--- config.mk ---
export PLATFORM = sky130hd
export DESIGN_NAME = stopwatch_lap
export DESIGN_NICKNAME = d
export VERILOG_FILES = /design/src/rtl/stopwatch_pkg.sv /design/src/rtl/bcd_digit_counter.sv /design/src/rtl/stopwatch_lap.sv
export SDC_FILE = /design/constraint.sdc
export NUM_CORES = 1
export LEC_CHECK = 0
export ABC_AREA = 1
export CORE_MARGIN = 2
export CORE_UTILIZATION = 47
export CTS_CLUSTER_SIZE = 16
export DETAILED_ROUTE_END_ITERATION = 8
export GPL_TIMING_DRIVEN = 0
export HOLD_SLACK_MARGIN = 0.12
export PLACE_DENSITY = 0.75
export SLEW_MARGIN = 20
export SYNTH_ARGS = -nofsm -noshare
export SYNTH_HDL_FRONTEND = slang
export SYNTH_HIERARCHICAL = 1
export SYNTH_SLANG_ARGS = --single-unit
--- constraint.sdc ---
create_clock -name clk -period 2.8 [get_ports clk]
set_clock_uncertainty 0.1 [all_clocks]
set_input_delay 0.56 -clock clk [delete_from_list [all_inputs] [get_ports clk]]
set_output_delay 0.56 -clock clk [all_outputs]
set_load 0.02 [all_outputs]
--- src/rtl/stopwatch_pkg.sv ---
// Shared types and constants for the stopwatch_lap block: FSM states, BCD digit
// geometry and per-digit moduli (CC units/tens, SS units/tens, MM units/tens).
package stopwatch_pkg;

   typedef enum logic [1:0] {
      ST_IDLE  = 2'd0,
      ST_RUN   = 2'd1,
      ST_PAUSE = 2'd2
   } sw_state_e;

   localparam int unsigned DIGIT_W = 4;
   localparam int unsigned TIME_W  = 24;

   localparam int unsigned CC0_MOD = 10;
   localparam int unsigned CC1_MOD = 10;
   localparam int unsigned SS0_MOD = 10;
   localparam int unsigned SS1_MOD = 6;
   localparam int unsigned MM0_MOD = 10;
   localparam int unsigned MM1_MOD = 6;

endpackage

--- src/rtl/bcd_digit_counter.sv ---
// One BCD digit with configurable modulus; carry is combinational so a chain of
// digits ripples a full rollover within a single clock.
module bcd_digit_counter
   import stopwatch_pkg::*;
#(
   parameter int unsigned MODULUS = 10
) (
   input  logic               clk,
   input  logic               reset,
   input  logic               clr,
   input  logic               inc,
   output logic [DIGIT_W-1:0] digit,
   output logic               carry
);

   logic [DIGIT_W-1:0] digit_q, digit_d;
   logic               at_top;

   always_comb begin
      // >= rather than == so an out-of-range value can never persist
      at_top  = (digit_q >= DIGIT_W'(MODULUS - 1));
      carry   = inc & at_top;
      digit_d = digit_q;
      if (clr) begin
         digit_d = '0;
      end else if (inc) begin
         digit_d = at_top ? '0 : digit_q + 1'b1;
      end
   end

   always_ff @(posedge clk) begin
      if (reset) begin
         digit_q <= '0;
      end else begin
         digit_q <= digit_d;
      end
   end

   assign digit = digit_q;

endmodule

--- src/rtl/stopwatch_lap.sv ---
// MM:SS:CC BCD stopwatch with start/stop/clear control and an optional lap FIFO,
// compiled in only when STOPWATCH_LAP_EN is defined.
module stopwatch_lap
   import stopwatch_pkg::*;
#(
   parameter int unsigned CLK_DIV   = 1000000,
   parameter int unsigned LAP_DEPTH = 8
) (
   input  logic              clk,
   input  logic              reset,
   input  logic              toggle,
   input  logic              clear,
   input  logic              lap,
   input  logic              lap_rd,
   output logic [TIME_W-1:0] disp_time,
   output logic              running,
   output logic              wrapped,
   output logic [TIME_W-1:0] lap_time,
   output logic              lap_empty,
   output logic              lap_full,
   output logic              lap_ovf
);

   localparam int unsigned PRESC_W = $clog2(CLK_DIV);

   sw_state_e           state_q, state_d;
   logic                toggle_q;
   logic                running_q, running_d;
   logic                wrapped_q, wrapped_d;
   logic [PRESC_W-1:0]  presc_q, presc_d;
   logic                toggle_evt, clr_go, tick;
   logic [5:0]          carry;
   logic [TIME_W-1:0]   time_w;

   assign toggle_evt = toggle & ~toggle_q;
   assign tick       = (state_q == ST_RUN) && (presc_q == PRESC_W'(CLK_DIV - 1));

   always_comb begin
      state_d = state_q;
      clr_go  = 1'b0;
      if (toggle_evt) begin
         case (state_q)
            ST_IDLE:  state_d = ST_RUN;
            ST_RUN:   state_d = ST_PAUSE;
            ST_PAUSE: state_d = ST_RUN;
            default:  state_d = ST_IDLE;
         endcase
      end else if (clear && (state_q != ST_RUN)) begin
         state_d = ST_IDLE;
         clr_go  = 1'b1;
      end
      running_d = (state_d == ST_RUN);

      presc_d = presc_q;
      if (clr_go) begin
         presc_d = '0;
      end else if (state_q == ST_RUN) begin
         presc_d = tick ? '0 : presc_q + 1'b1;
      end

      wrapped_d = clr_go ? 1'b0 : (wrapped_q | carry[5]);
   end

   always_ff @(posedge clk) begin
      if (reset) begin
         state_q   <= ST_IDLE;
         toggle_q  <= 1'b0;
         running_q <= 1'b0;
         wrapped_q <= 1'b0;
         presc_q   <= '0;
      end else begin
         state_q   <= state_d;
         toggle_q  <= toggle;
         running_q <= running_d;
         wrapped_q <= wrapped_d;
         presc_q   <= presc_d;
      end
   end

   bcd_digit_counter #(.MODULUS(CC0_MOD)) u_cc0 (
      .clk(clk), .reset(reset), .clr(clr_go), .inc(tick),
      .digit(time_w[3:0]), .carry(carry[0]));
   bcd_digit_counter #(.MODULUS(CC1_MOD)) u_cc1 (
      .clk(clk), .reset(reset), .clr(clr_go), .inc(carry[0]),
      .digit(time_w[7:4]), .carry(carry[1]));
   bcd_digit_counter #(.MODULUS(SS0_MOD)) u_ss0 (
      .clk(clk), .reset(reset), .clr(clr_go), .inc(carry[1]),
      .digit(time_w[11:8]), .carry(carry[2]));
   bcd_digit_counter #(.MODULUS(SS1_MOD)) u_ss1 (
      .clk(clk), .reset(reset), .clr(clr_go), .inc(carry[2]),
      .digit(time_w[15:12]), .carry(carry[3]));
   bcd_digit_counter #(.MODULUS(MM0_MOD)) u_mm0 (
      .clk(clk), .reset(reset), .clr(clr_go), .inc(carry[3]),
      .digit(time_w[19:16]), .carry(carry[4]));
   bcd_digit_counter #(.MODULUS(MM1_MOD)) u_mm1 (
      .clk(clk), .reset(reset), .clr(clr_go), .inc(carry[4]),
      .digit(time_w[23:20]), .carry(carry[5]));

   assign disp_time = time_w;
   assign running   = running_q;
   assign wrapped   = wrapped_q;

`ifdef STOPWATCH_LAP_EN
   localparam int unsigned PTR_W = $clog2(LAP_DEPTH);

   logic [TIME_W-1:0] mem_q [LAP_DEPTH];
   logic [PTR_W-1:0]  wr_ptr_q, wr_ptr_d, rd_ptr_q, rd_ptr_d;
   logic [PTR_W:0]    cnt_q, cnt_d;
   logic              ovf_q, ovf_d;
   logic              push, pop, push_ok, fifo_empty, fifo_full;

   always_comb begin
      fifo_empty = (cnt_q == '0);
      fifo_full  = (cnt_q == (PTR_W + 1)'(LAP_DEPTH));
      pop        = lap_rd & ~fifo_empty;
      push       = lap & (state_q == ST_RUN);
      // a full FIFO still accepts a capture when the head leaves the same cycle
      push_ok    = push & (~fifo_full | pop);

      wr_ptr_d = wr_ptr_q;
      rd_ptr_d = rd_ptr_q;
      cnt_d    = cnt_q;
      ovf_d    = ovf_q | (push & ~push_ok);
      if (clr_go) begin
         wr_ptr_d = '0;
         rd_ptr_d = '0;
         cnt_d    = '0;
         ovf_d    = 1'b0;
      end else begin
         if (push_ok) wr_ptr_d = wr_ptr_q + 1'b1;
         if (pop)     rd_ptr_d = rd_ptr_q + 1'b1;
         case ({push_ok, pop})
            2'b10:   cnt_d = cnt_q + 1'b1;
            2'b01:   cnt_d = cnt_q - 1'b1;
            default: cnt_d = cnt_q;
         endcase
      end
   end

   always_ff @(posedge clk) begin
      if (reset) begin
         wr_ptr_q <= '0;
         rd_ptr_q <= '0;
         cnt_q    <= '0;
         ovf_q    <= 1'b0;
      end else begin
         wr_ptr_q <= wr_ptr_d;
         rd_ptr_q <= rd_ptr_d;
         cnt_q    <= cnt_d;
         ovf_q    <= ovf_d;
      end
   end

   always_ff @(posedge clk) begin
      if (!reset && push_ok) begin
         mem_q[wr_ptr_q] <= time_w;
      end
   end

   assign lap_time  = fifo_empty ? '0 : mem_q[rd_ptr_q];
   assign lap_empty = fifo_empty;
   assign lap_full  = fifo_full;
   assign lap_ovf   = ovf_q;
`else
   logic unused_lap;
   assign unused_lap = lap ^ lap_rd ^ (LAP_DEPTH > 1);

   assign lap_time  = '0;
   assign lap_empty = 1'b1;
   assign lap_full  = 1'b0;
   assign lap_ovf   = 1'b0;
`endif

endmodule

---- Word-level counts from Yosys, hierarchy flattened ----
Cells that the tools add are included.
storage, ports and cells
  output and inout bits ................... 53
  word-level logic and storage cells ...... 55
  input bits .............................. 6
  register bits after elaboration ......... 49
cells by class
  multiplexer cells ....................... 12
  order comparisons ....................... 6
  reductions and logical operators ........ 5
  $add $sub $neg .......................... 7
  bitwise operators ....................... 9
  equal/unequal tests ..................... 5
operators with widths
  cell                                                               count
  adder 4 x 1 -> 4 bit, second input constant                        6
  2-to-1 mux 4 bit                                                   6
  adder 20 x 1 -> 20 bit, second input constant                      1
  == test 20 bit, second input constant                              1
  2-to-1 mux 20 bit                                                  1
  greater-or-equal comparator 4 bit, second input constant           4
  greater-or-equal comparator 4 x 3 -> 1 bit, second input constant  2
  AND 1 bit                                                          7
  == test 2 x 1 -> 1 bit, second input constant                      2
  2-to-1 mux 2 bit                                                   2
  one-hot mux 2 bit (2 select lines)                                 1
  OR reduction 2 bit                                                 2
  == test 2 bit, second input constant                               1
  logical AND 1 bit                                                  2
  zero test 2 bit                                                    1
  2-to-1 mux 1 bit                                                   2
  != test 2 x 1 -> 1 bit, second input constant                      1
  NOT 1 bit                                                          1
  OR 1 bit                                                           1

---- Logic depth before layout (Yosys ltp) ----
Gate-level depths: netlist (run 1).
  word-level depth ........................ 9
  gate-level depth with buffers ........... 29
  gate-level depth less buffers ........... 29

---- Modules after synthesis ----
Netlist (run 1), hierarchy kept.
by module, submodules not included
  module                          times used  sequential area each (µm²)  area an instance (µm²)  cells each
  stopwatch_lap                   1           500.5                       1676.6                  248
  bcd_digit_counter at u_cc0 ...  4           80.1                        240.2                   34
  bcd_digit_counter at u_mm1 ...  2           80.1                        240.2                   35

---- Worst setup path before layout (run 1) ----
Ideal clock, no wire load.
  kind .................................... reg-to-reg
  start point ............................. register presc_q[0]
  end point ............................... register u_mm1.digit_q[3], in the netlist u_mm1/digit[3]
  path slack .............................. -0.076 ns
  clock period less this slack ............ 2.876 ns
  setup time .............................. 0.066 ns
  buffers on the path ..................... 0
  cell stages (with the launch flop) ...... 30
  arrival ................................. 2.710 ns
  cells stage by stage .................... dfxtp_1 > ha_1 > inv_1 > nor2_1 > nand2_1 > nor2_1 > nand3_1 > inv_1 > nand2_1 > clkinv_1 > nand2_2 > inv_1 > nand2_1 > clkinv_1 > nand2_2 > inv_1 > nand2_1 > clkinv_1 > nand2_2 > inv_1 > nand2_1 > inv_1 > nand2_1 > clkinv_1 > nand2_2 > inv_1 > nand2_2 > nor2_2 > nand3_1 > a21oi_2
between the ends
  longest elaborated chain between the ends .. 7
RTL lines
  element                 line                     source
  from (decl)             stopwatch_lap.sv:30      logic [PRESC_W-1:0] presc_q, presc_d;
  from (signal assigned)  stopwatch_lap.sv:76      presc_q <= presc_d;
  == test 20 bit          stopwatch_lap.sv:36      assign tick = (state_q == ST_RUN) && (presc_q == PRESC_W'(CLK_DIV - 1));
  logical AND 1 bit       stopwatch_lap.sv:36
  net tick                stopwatch_lap.sv:31      logic toggle_evt, clr_go, tick;
  AND 1 bit               bcd_digit_counter.sv:22  carry = inc & at_top;
  net carry[0]            stopwatch_lap.sv:32      logic [5:0] carry;
  AND 1 bit               bcd_digit_counter.sv:22
  net carry[1]            stopwatch_lap.sv:32
  AND 1 bit               bcd_digit_counter.sv:22
  net carry[2]            stopwatch_lap.sv:32
  AND 1 bit               bcd_digit_counter.sv:22
  net carry[3]            stopwatch_lap.sv:32
  AND 1 bit               bcd_digit_counter.sv:22
  net carry[4]            stopwatch_lap.sv:32
  to (signal assigned)    bcd_digit_counter.sv:35  digit_q <= digit_d;
  to (decl)               bcd_digit_counter.sv:16  logic [DIGIT_W-1:0] digit_q, digit_d;
The timed path passes the listed nets, and every way through them passes these cells.
A chain may end at the register's enable or synchronous reset.

---- Worst setup path after layout (run 1) ----
  start point ............................. register presc_q[1]
  end point ............................... register u_mm1.digit_q[3], in the netlist u_mm1/digit[3]
Same word-level chain as after synthesis.

==> impl_metrics.py, run 1 <==
metrics = {
    "placed_design": {
        "portBuffers": 29,
        "dp_hpwl_um": 4494,
        "dpl_cell_area_mm2": 0.003601,
        "placed_cells": 585,
        "place_congestion": 0.8373,
    },
    "yosys": {
        "syn_inst": 454,
        "yosys_warnings": 6,
        "synth-seq-area-share": 0.3146,
        "syn_area_mm2": 0.003118,
        "ys_types": 27,
        "avgSynthCellArea_um2": 6.868,
        "synth-seq-cells": 49,
    },
    "die": {
        "die_y_um": 85.45,
        "start_util": 0.4882,
        "die_w_um": 85.45,
        "fp.coreArea_mm2": 0.006386,
        "die_area_mm2": 0.007302,
        "num_rows": 29,
        "io_pins": 59,
    },
    "detailed_routing": {
        "wl_per_cell_um": 9.842,
        "vias": 2769,
        "vias_per_cell": 4.517,
        "drtIter0Drc": 123,
        "routed_wl_um": 6033,
        "ant_nets": 0,
        "post-route-drc-count": 0,
        "drtPass1Iterations": 4,
    },
    "clocking": {
        "htree_levels": 2,
        "tritoncts": "yes",
        "root_buffer": "clkbuf_8",
        "cts_buffer_depth": 2,
        "path_clk_slew_ns": 0.09,
        "cts_buffers": 5,
        "holdBufCountCts": 0,
        "clock_latency_ns": 0.29,
        "cts_sinks": 49,
    },
    "global_routing": {
        "grt_antenna_before_repair": 0,
        "track_usage": 0.1628,
        "grt_max_degree": 15,
        "grt_pass1_wl_um": 10080,
        "globalRouteOverflowTotal": 0,
        "grt_pass1_vias": 2414,
    },
    "sta": {
        "hold_viol": 0,
        "setup_viol": 0,
        "fmax_mhz": 383.1,
        "worst_pin_slew_ns": 0.6267,
        "whs_ns": 0.3857,
        "slew_violations": 0,
        "fin_crit_sh": 0.9323,
        "fin_crit_ns": 2.611,
        "slew_headroom": 0.5809,
    },
    "power_and_ir_drop": {
        "pwr_density_cell_mw_per_mm2": 350.7,
        "leakage_nw": 1.752,
        "ir_drop_v": 0.0003376,
    },
    "finish": {
        "layout-area-overhead-vs-synth_pct": 25.04,
        "fin_cells": 613,
        "antenna_cells": 0,
        "finish.utilization": 0.6105,
        "drive_above_1_share": 0.2220,
        "final_cell_area_mm2": 0.003899,
        "final_nets": 560,
    },
    "setup_path": {
        "max_stage_delay_ns": 0.36,
        "cp_common_cell": "nand2_2",
        "reg2reg_depth": 29,
        "path_class": "reg2reg",
        "worstPathMaxFanout": 6,
        "cp_data_arrival_time_ns": 2.75,
        "required_ns": 2.94,
        "crit_slowest_cell": "dfxtp_2",
        "endpoint_kind": "register",
        "critPathLaunchType": "register",
    },
    "worst_hold_path": {
        "whs_path_depth": 2,
        "hold_class": "reg2reg",
    },
    "flow_run": {
        "drv_cap": 0,
    },
    "outcome": {
        "status": "completed",
    },
}
## through the flow
| step | setup WS (ns) | power, W | setup TNS (ns) |
|---|---|---|---|
| finish | 0.1894 | 0.001367 | 0 |
| global placement | -0.3590 | 0.0008622 | -1.997 |
| CTS | 0.04961 | 0.001381 | 0 |
| detailed placement | -0.3918 | 0.0008630 | -2.097 |
| floorplan | 0.01690 | 0.0008397 | 0 |
| global route | -0.06086 | 0.001422 | -0.06086 |
## logic make-up after synthesis
| kind of cell | count (synthesis) | synth area share |
|---|---|---|
| DFF | 49 | 0.3146 |
| and+or+nand+nor | 251 | 0.3732 |
| xor gates and xnor gates | 13 | 0.03652 |
| adders and majority gates | 19 | 0.07624 |
| AOI/OAI and AO/OA | 22 | 0.03893 |
| buffers and inverters | 98 | 0.1581 |
| other | 2 | 0.002409 |
## registers in the layout, indices dropped and copies added, names as in the netlist
register and count:
toggle_q 1, u_ss0/digit 4, state_q 2, u_cc1/digit 4
u_mm0/digit 4, wrapped 1, presc_q 20, u_cc0/digit 4
running 1, u_ss1/digit 4, u_mm1/digit 4
## synthesized netlist by cell type
master	n	area, um2
a21boi_0	1	7.510
a21oi_1	8	40.04
a21oi_2	2	17.52
a31oi_1	1	6.260
and2_1	1	6.260
buf_12	1	20.02
buf_4	27	202.7
buf_6	1	11.26
clkinv_1	4	15.01
conb_1	2	7.510
dfxtp_1	49	980.9
ha_1	19	237.7
inv_1	65	244.0
nand2_1	94	352.8
nand2_2	23	143.9
nand2_4	1	11.26
nand3_1	19	95.09
nand3_2	2	20.02
nand4_1	8	50.05
nor2_1	80	300.3
nor2_2	12	75.07
nor2_4	8	90.09
nor3_1	2	10.01
o21ai_0	10	50.05
or2_4	1	8.760
xnor2_1	2	17.52
xor2_1	11	96.34
## worst max-delay path: cells and delay by family, from the launching register on
kind                       cells  cell delay [ns]
and+or+nand+nor               16             1.18
buffers and inverters         11             0.66
DFF                            1             0.36
adders and majority gates      1             0.14
AOI/OAI and AO/OA              1             0.11
## final cells by class
class	instances	area, um2
flip-flops and latches	49	984.7
clock buffers	7	86.33
well taps	77	96.34
multi-input cells	332	1765
repair buffers	49	440.4
fillers	571	2487
plain buffers	29	234.0
clock inverters	1	30.03
inverters	69	261.5
## worst paths after layout
kind | endpoint | startpoint | slack, ns
hold reg to reg | wrapped$_SDFF_PP0_ | wrapped$_SDFF_PP0_ | 0.39
setup / recovery | u_mm1/digit[3]$_SDFFE_PP0P_ | presc_q[1]$_SDFFE_PP0P_ | 0.19
hold / removal | wrapped$_SDFF_PP0_ | wrapped$_SDFF_PP0_ | 0.39
setup reg to reg | u_mm1/digit[3]$_SDFFE_PP0P_ | presc_q[1]$_SDFFE_PP0P_ | 0.19
## what timing repair did
item / CTS / global route
pin swaps: 1 / 8
buffers inserted: 9 / 11
gates resized for setup: 10 / 4
setup endpoints to repair: 9 / 5
## layout by cell type, fill, tap and decap left out, types with 3 or more instances in the layout
master           Yosys  routed
nand3_2              2       4
xor2_1              11      11
nor2_2              12      13
nand2_2             23      24
nand2_1             94      93
buf_4               27      47
dfxtp_1             49      46
conb_1               2      27
o21ai_0             10      10
dfxtp_2              0       3
nand3_1             19      17
clkinv_1             4       4
inv_1               65      59
inv_2                0       5
nand4_1              8       8
clkbuf_8             0       6
a21oi_1              8       8
clkdlybuf4s50_1      0      29
nor2_4               8       8
nor2_1              80      79
ha_1                19      18
## power by group
group | total, W | switching [W] | internal [W]
clock | 0.000515 | 0.000224 | 0.000291
combinational | 0.000147 | 0.0000890 | 0.0000584
sequential | 0.000705 | 0.00000345 | 0.000701
## layer usage
layer  wire [um]  global-route usage  vias up  share of wire
li1            -                   -     1472              -
met1        2764              0.2081     1236           0.46
met2        2989              0.2862       55           0.50
met3         229             0.03016        6          0.038
met4          50             0.03319        0         0.0083
met5           0                   0        -              0
Note: power is estimated with default switching activity, not from simulation.
==> run 2: changes to the inputs <==
--- a/config.mk
+++ b/config.mk
@@ -5,9 +5,8 @@
 export SDC_FILE = /design/constraint.sdc
 export NUM_CORES = 1
 export LEC_CHECK = 0
-export ABC_AREA = 1
 export CORE_MARGIN = 2
-export CORE_UTILIZATION = 47
+export CORE_UTILIZATION = 46
 export CTS_CLUSTER_SIZE = 16
 export DETAILED_ROUTE_END_ITERATION = 8
 export GPL_TIMING_DRIVEN = 0
==> impl_metrics.py, run 2 <==
metrics = {
    "finish": {
        "drive_above_1_share": 0.2432,
        "layout-area-overhead-vs-synth_pct": 32.14,
        "top_register": "presc_q",
        "fillCellCount": 510,
        "fin_cells": 478,
        "antenna_cells": 0,
        "largest_reg_flops": 20,
        "final_nets": 427,
        "final_common_cell": "buf_4",
        "final_cell_area_mm2": 0.003684,
        "finish.utilization": 0.6259,
        "final_cell_mix": "46 x buf_4, 45 x nor2_1, 44 x dfxtp_1",
    },
    "yosys": {
        "ys_top_cells_by_area": "dfxtp_1 35%, ha_1 8.5%, buf_4 7.3%",
        "synth_edf_count": 0,
        "ys_types": 47,
        "async_reset_ff_frac": 0,
        "synth-seq-area-share": 0.3519,
        "synth_simple_gate_area_share": 0.2626,
        "ys_top_cells_by_count": "52 x nor2_1, 49 x dfxtp_1, 27 x buf_4, 19 x ha_1",
        "synth.most_common_cell": "nor2_1",
        "synth_top_family_by_area": "simple AND/OR/NAND/NOR gates",
        "synth_xor_area_frac": 0.07540,
        "synth-main-ff-cell": "dfxtp_1",
        "yosys-mux-area-fraction": 0.01436,
        "synth_top_area_cell": "dfxtp_1",
        "synth_fa_ha_area_frac": 0.08528,
        "yosys.area.top_type_share": 0.3519,
        "avgSynthCellArea_um2": 8.739,
        "syn_inst": 319,
        "yosys_warnings": 6,
        "syn_area_mm2": 0.002788,
        "synth_compound_area_frac": 0.1064,
        "synth-seq-cells": 49,
    },
    "setup_path": {
        "worst-path-buf-inv": 3,
        "crit_slowest_cell": "or4_4",
        "crit_family": "simple AND/OR/NAND/NOR gates",
        "worstPathCellList": "or4_4, or4_4, nor2_4, nand2_2, nor2_4, nand2_4, nor2_4, nand2_2, nor2_4, inv_2, nor2_4, nand2_2, nor2_4, buf_4, inv_4, a22oi_1, nor3_1",
        "required_ns": 2.87,
        "worstPathMaxFanout": 4,
        "cp_common_cell": "nor2_4",
        "path_class": "reg2reg",
        "endpoint_kind": "register",
        "max_stage_delay_ns": 0.57,
        "cp_data_arrival_time_ns": 3.21,
        "critPathLaunchType": "register",
    },
    "global_routing": {
        "track_usage": 0.1646,
        "grt_pass1_vias": 2073,
        "globalRouteOverflowTotal": 0,
        "grt_pass1_wl_um": 8790,
        "grt_max_degree": 16,
        "grt_antenna_before_repair": 0,
    },
    "worst_hold_path": {
        "hold_class": "reg2reg",
    },
    "clocking": {
        "clock_latency_ns": 0.30,
        "tritoncts": "yes",
        "holdBufCountCts": 0,
        "root_buffer": "clkbuf_8",
        "htree_levels": 2,
        "cts_buffer_depth": 2,
        "path_clk_slew_ns": 0.08,
        "cts_buffers": 5,
        "cts_sinks": 49,
    },
    "power_and_ir_drop": {
        "p_int_w": 0.0009701,
        "ir_drop_v": 0.0003650,
        "p_sw_w": 0.0003086,
        "pwr-share-seq": 0.551,
        "pwr_density_cell_mw_per_mm2": 347.1,
        "leakage_nw": 1.435,
        "power_w": 0.001279,
        "p_comb_frac": 0.095,
        "p_sw_frac": 0.2413,
        "p_clk_frac": 0.354,
    },
    "sta": {
        "fmax_mhz": 317.7,
        "fin_crit_ns": 3.147,
        "slew_headroom": 0.6020,
        "slew_violations": 0,
        "hold_viol": 0,
        "whs_ns": 0.3794,
        "rsz0062_at_grt": "true",
        "worst_pin_slew_ns": 0.5948,
        "fin_crit_sh": 1.124,
        "setup_viol": 13,
        "setup_ws_ns": -0.3473,
    },
    "outcome": {
        "violations": "negative setup slack",
        "status": "complete, but fails checks",
    },
    "placed_design": {
        "portBuffers": 29,
        "placed_cells": 448,
        "dpl_cell_area_mm2": 0.003323,
        "dp_hpwl_um": 3684,
        "place_congestion": 0.8166,
    },
    "flow_run": {
        "drv_cap": 0,
    },
    "die": {
        "fp.coreArea_mm2": 0.005886,
        "start_util": 0.4736,
        "num_rows": 28,
        "die_w_um": 81.85,
        "io_pins": 59,
        "die_y_um": 81.85,
        "die_area_mm2": 0.006699,
    },
    "detailed_routing": {
        "vias_per_cell": 4.793,
        "drtIter0Drc": 73,
        "drtPass1Iterations": 4,
        "wl_per_cell_um": 11.27,
        "post-route-drc-count": 0,
        "vias": 2291,
        "ant_nets": 0,
        "routed_wl_um": 5386,
    },
}
==> run 2: routing by layer <==
metal  vias up  track usage  share of wire
li1       1210            -              -
met3         5      0.03626          0.035
met1      1040       0.1981           0.45
met4         0      0.04833         0.0095
met2        36       0.2919           0.51
met5         -            0              0
==> run 2: cells by family (layout without fill, tap and decap cells) <==
logic type                 after synthesis  count (layout)
xor gates and xnor gates                24              24
AOI/OAI and AO/OA                       43              43
adders and majority gates               19              19
buffers and inverters                   46             105
and+or+nand+nor                        132             132
muxes                                    4               4
DFF                                     49              49
other                                    2              27
==> run 2: path summary, 6_finish.rpt <==
check	from	end	slack (ns)	cells after the start
hold reg to reg	wrapped$_SDFF_PP0_	wrapped$_SDFF_PP0_	0.38	1
hold / removal	wrapped$_SDFF_PP0_	wrapped$_SDFF_PP0_	0.38	1
setup reg to reg	presc_q[10]$_SDFFE_PP0P_	u_mm1/digit[3]$_SDFFE_PP0P_	-0.35	17
setup / recovery	presc_q[10]$_SDFFE_PP0P_	u_mm1/digit[3]$_SDFFE_PP0P_	-0.35	17
==> run 2: area by class of cell <==
cell class | count | area [um2] | area share
Sequential cell | 49 | 992.2 | 0.2694
Multi-Input combinational cell | 249 | 1744 | 0.4735
Tap cell | 75 | 93.84 | 0.02548
Inverter | 16 | 62.56 | 0.01698
Timing Repair Buffer | 51 | 466.7 | 0.1267
Clock buffer | 7 | 96.34 | 0.02615
Clock inverter | 1 | 5.005 | 0.001359
Buffer | 30 | 222.7 | 0.06046
==> run 2: per-stage QoR <==
stage	setup WS [ns]	TNS, ns
detailed placement	-0.8460	-7.223
global route	-0.4848	-4.749
floorplan	-0.5120	-3.449
CTS	-0.3642	-2.646
finish	-0.3473	-2.740
global placement	-0.8001	-7.089
==> run 2: power groups by stage <==
stage | clock (W) | combinational, W | sequential, W
2_1_floorplan | 0 | 0.0000971 | 0.000723
3_3_place_gp | 0 | 0.000118 | 0.000723
3_5_place_dp | 0 | 0.000118 | 0.000723
4_1_cts | 0.000466 | 0.000120 | 0.000705
5_1_grt | 0.000495 | 0.000135 | 0.000706
6_report | 0.000452 | 0.000122 | 0.000704
==> run 2: what timing repair did <==
| item | CTS | global route |
|---|---|---|
| gates cloned | 0 | 0 |
| setup endpoints to repair | 17 | 13 |
| pin swaps | 13 | 13 |
| gates resized for setup | 9 | 12 |
| buffers inserted | 14 | 10 |
==> run 2: worst register-to-register path, cell delays in order (launching register included) <==
cell and delay (ns):
dfxtp_4 0.35, or4_4 0.53, or4_4 0.57, nor2_4 0.15, nand2_2 0.08, nor2_4 0.12, nand2_4 0.06, nor2_4 0.10
nand2_2 0.08, nor2_4 0.11, inv_2 0.06, nor2_4 0.09, nand2_2 0.07, nor2_4 0.13, buf_4 0.14, inv_4 0.04
a22oi_1 0.17, nor3_1 0.06
==> run 3: changes to the inputs <==
--- a/config.mk
+++ b/config.mk
@@ -5,6 +5,7 @@
 export SDC_FILE = /design/constraint.sdc
 export NUM_CORES = 1
 export LEC_CHECK = 0
+export CAP_MARGIN = 20
 export CORE_MARGIN = 2
 export CORE_UTILIZATION = 46
 export CTS_CLUSTER_SIZE = 16
==> results of run 3 <==
Same layout as run 2: the final DEF is identical, and so are final timing and power.
